<file path="src/rtl/subtractor_nbit_serial.sv">
// Bit-serial N-bit subtractor: diff = A - B - borrow_in, one bit per clock, LSB first,
// with a start/busy/done handshake.
module subtractor_nbit_serial #(
  parameter int unsigned N = 8
) (
  input  logic         clk,
  input  logic         rst_n,
  input  logic         start,
  input  logic         borrow_in,
  input  logic [N-1:0] A,
  input  logic [N-1:0] B,
  output logic         busy,
  output logic         done,
  output logic         borrow_out,
  output logic [N-1:0] diff
);

  localparam int unsigned CntW = $clog2(N);

  typedef enum logic [1:0] {StIdle, StRun, StDone} state_e;

  state_e         state_q, state_d;
  logic [N-1:0]   a_q, a_d;
  logic [N-1:0]   b_q, b_d;
  logic [N-1:0]   diff_q, diff_d;
  logic           br_q, br_d;
  logic           bout_q, bout_d;
  logic [CntW-1:0] cnt_q, cnt_d;

  logic d_bit;
  logic br_next;

  // Full-subtract cell applied to the current LSBs.
  always_comb begin
    d_bit   = a_q[0] ^ b_q[0] ^ br_q;
    br_next = (~a_q[0] & b_q[0]) | (~(a_q[0] ^ b_q[0]) & br_q);
  end

  always_comb begin
    state_d = state_q;
    a_d     = a_q;
    b_d     = b_q;
    diff_d  = diff_q;
    br_d    = br_q;
    bout_d  = bout_q;
    cnt_d   = cnt_q;
    case (state_q)
      StIdle, StDone: begin
        if (start) begin
          state_d = StRun;
          a_d     = A;
          b_d     = B;
          br_d    = borrow_in;
          cnt_d   = '0;
          diff_d  = '0;
        end else begin
          state_d = StIdle;
        end
      end
      StRun: begin
        a_d    = a_q >> 1;
        b_d    = b_q >> 1;
        br_d   = br_next;
        // New bit enters at the MSB so bit 0 lands at diff[0] after N shifts.
        diff_d = {d_bit, diff_q[N-1:1]};
        cnt_d  = cnt_q + CntW'(1);
        if (cnt_q == CntW'(N - 1)) begin
          state_d = StDone;
          bout_d  = br_next;
        end
      end
      default: state_d = StIdle;
    endcase
  end

  always_ff @(posedge clk) begin
    if (!rst_n) begin
      state_q <= StIdle;
      a_q     <= '0;
      b_q     <= '0;
      diff_q  <= '0;
      br_q    <= 1'b0;
      bout_q  <= 1'b0;
      cnt_q   <= '0;
    end else begin
      state_q <= state_d;
      a_q     <= a_d;
      b_q     <= b_d;
      diff_q  <= diff_d;
      br_q    <= br_d;
      bout_q  <= bout_d;
      cnt_q   <= cnt_d;
    end
  end

  assign busy       = (state_q == StRun);
  assign done       = (state_q == StDone);
  assign borrow_out = bout_q;
  assign diff       = diff_q;

endmodule

</file>
<file path="config.mk">
export PLATFORM = sky130hd
export DESIGN_NAME = subtractor_nbit_serial
export DESIGN_NICKNAME = d
export VERILOG_FILES = /design/src/rtl/subtractor_nbit_serial.sv
export SDC_FILE = /design/constraint.sdc
export NUM_CORES = 1
export LEC_CHECK = 0
export BUFFER_PORTS_ARGS = -buffer_cell sky130_fd_sc_hd__buf_2
export CAP_MARGIN = 20
export CORE_MARGIN = 2
export CORE_UTILIZATION = 40
export DETAILED_ROUTE_END_ITERATION = 10
export PLACE_DENSITY_LB_ADDON = 0.25
export SYNTH_ARGS = -nofsm -noshare
export SYNTH_HDL_FRONTEND = slang
export SYNTH_SLANG_ARGS = --single-unit
</file>
<file path="constraint.sdc">
create_clock -name clk -period 2.5 [get_ports clk]
set_input_delay 0.125 -clock clk [delete_from_list [all_inputs] [get_ports clk]]
set_output_delay 0.125 -clock clk [all_outputs]
set_load 0.01 [all_outputs]
</file>
==> flow_summary.json <==
{
  "hold_class": "primary input to flop",
  "finalSetupViolCount": 0,
  "io_buffers": 30,
  "multi_input_area_um2": 564.3,
  "max_freq_ghz": 0.5678,
  "worstMarginPinSlew_ns": 0.4626,
  "place_congestion": 0.7455,
  "maxUsedRoutingLayer": "met4",
  "post_cts_buffers": 0,
  "met1_length_mm": 1.118,
  "grt_max_degree": 46,
  "seq_area_frac_synth_pct": 48.53,
  "die_area_mm2": 0.003665,
  "yosysUniqueCellTypes": 22,
  "arrival_ns": 1.64,
  "fin_nets": 208,
  "clock_latency_ns": 0.33,
  "finalCritPeriodShare_pct": 70.44,
  "slew_headroom_pct": 69.13,
  "pwr_density_cell_mw_per_mm2": 639.8,
  "num-fill-cells": 323,
  "status": "finished clean",
  "clkSlewWorstSetupHoldPaths_ns": 0.09,
  "critPathMaxFanout": 45,
  "synth_seq_cells": 31,
  "antenna_found_initial": 0,
  "coreArea_mm2": 0.003053,
  "hold_viol": 0,
  "postLayoutCellArea_mm2": 0.001485,
  "die_width_um": 60.54,
  "dr_total_vias": 1172,
  "drive_above_1_share_pct": 22.16,
  "cts_sinks": 31,
  "viasPerCell": 5.118,
  "met3WireLength_um": 183,
  "start_kind": "flop",
  "ys_warn_count": 0,
  "grt_pass1_wl_mm": 4.215,
  "critPathCaptureType": "output pin",
  "dpl.hpwl_mm": 1.707,
  "rows": 20,
  "wl_met2_mm": 1.172,
  "p_leak_nw": 0.6118,
  "synthTopCellsByArea": "dfxtp_1 (49%), nand2_1 (12%), a31oi_1 (6.8%)",
  "crit_type": "flop to output pin",
  "synth_top_area_share_pct": 48.53,
  "cts_htree_levels": 2,
  "skew_ns": 0.005204,
  "cts_root_buf": "clkbuf_4",
  "syn_nets": 181,
  "num_antenna_cells": 0,
  "maxCapViolCount": 0,
  "clock_path_buffers": 2,
  "dpl_cell_area_mm2": 0.001429,
  "final_common_cell": "nand2_1",
  "syn_to_final_growth_pct": 16.14,
  "cts_tree": "yes",
  "synth_area_per_cell_um2": 8.093,
  "cts_resized": 0,
  "overflow": 0,
  "fin_crit_ns": 1.761,
  "grt_pass1_vias": 989,
  "critPathRequiredTime_ns": 2.38,
  "layout.area.seq_um2": 620.6,
  "drt-total-wl_mm": 2.523,
  "drt-initial-drc-count": 54,
  "fin_setup_tns_ns": 0,
  "netlist_area_mm2": 0.001279,
  "dr.pass1.iters": 4,
  "die_h_um": 60.54,
  "initial_core_util_pct": 41.89,
  "rsz0062_at_grt": "no",
  "grt_usage_pct": 15.95,
  "drc": 0,
  "ant_nets": 0,
  "cts_made_buffers": 5,
  "synth.largest_area_cell": "dfxtp_1",
  "total_power_mw": 0.9502,
  "synth_cells": 158,
  "io_pins": 31,
  "final_cell_mix": "nand2_1 (40), dfxtp_1 (31), buf_2 (30)",
  "cts_hold_buf": 0,
  "maxSlewViolCount": 0,
  "irDropWorstVdd_v": 0.0002213,
  "drt-wirelength-per-cell_um": 11.02
}
critical path: stages (launching register included):
cell and delay [ns]:
dfxtp_1 0.33, nand2b_1 0.10, buf_4 0.36, clkinv_2 0.29, buf_2 0.21
where the power goes:
group | internal (mW) | leakage, nW | switching, mW | total, mW
sequential | 0.524 | 0.254 | 0.0155 | 0.539
combinational | 0.0485 | 0.324 | 0.0755 | 0.124
clock | 0.130 | 0.0341 | 0.157 | 0.287
synth_stat cells:
cell type / number
nand2_1: 40
dfxtp_1: 31
a21oi_1: 15
a31oi_1: 14
nand3_1: 14
o21ai_0: 14
buf_2: 5
buf_4: 4
inv_1: 3
nand2b_1: 3
clkbuf_1: 2
ha_1: 2
nor2b_1: 2
a2bb2oi_1: 1
a311oi_1: 1
and3_1: 1
buf_1: 1
buf_6: 1
clkinv_2: 1
fa_1: 1
nor2_1: 1
o21a_1: 1
per-stage QoR:
stage	util (%)	setup WS [ns]	hold slack (ns)	instances
3_3_place_gp	46.80	1.096	0.3711	222
2_1_floorplan	-	1.438	0.2610	158
5_1_grt	48.65	0.6055	0.004504	229
3_5_place_dp	46.80	1.014	0.3740	222
6_report	48.65	0.7389	0.03438	229
4_1_cts	48.65	0.7222	0.02302	229
state kept, by name, summed over array words and instances (netlist names):
signal / count
a_q: 8
b_q: 8
borrow_out: 1
br_q: 1
cnt_q: 3
diff: 8
state_q: 2
per-layer routing:
metal / up-vias / track usage [%]
met5: - / 0
met2: 37 / 24.69
met4: 0 / 7.453
li1: 594 / -
met1: 535 / 18.75
met3: 6 / 7.676
kinds of logic (layout without fill, tap and decap cells):
logic type,count (synthesis),in the layout,synth area share (%)
AND/OR/NAND/NOR,61,61,20.45
AO/OA/AOI/OAI,46,46,20.16
flip-flops,31,31,48.53
buffers and inverters,17,44,7.338
adder cells (fa/ha/maj),3,3,3.522
final timing paths:
path              startpoint         end  slack [ns]  depth (start not counted)
hold / removal          A[7]      a_q[7]        0.03                          3
hold reg to reg       a_q[7]      a_q[7]        0.47                          2
setup reg to reg  state_q[1]  borrow_out        1.00                          5
setup / recovery  state_q[1]        busy        0.74                          4
cell type report:
class	instances	area share, %
Multi-Input combinational cell	110	38.00
Inverter	4	1.095
Timing Repair Buffer	33	11.63
Sequential cell	31	41.79
Clock inverter	1	0.3370
Clock buffer	6	3.454
Tap cell	44	3.707
(Power assumes the default switching activity.)
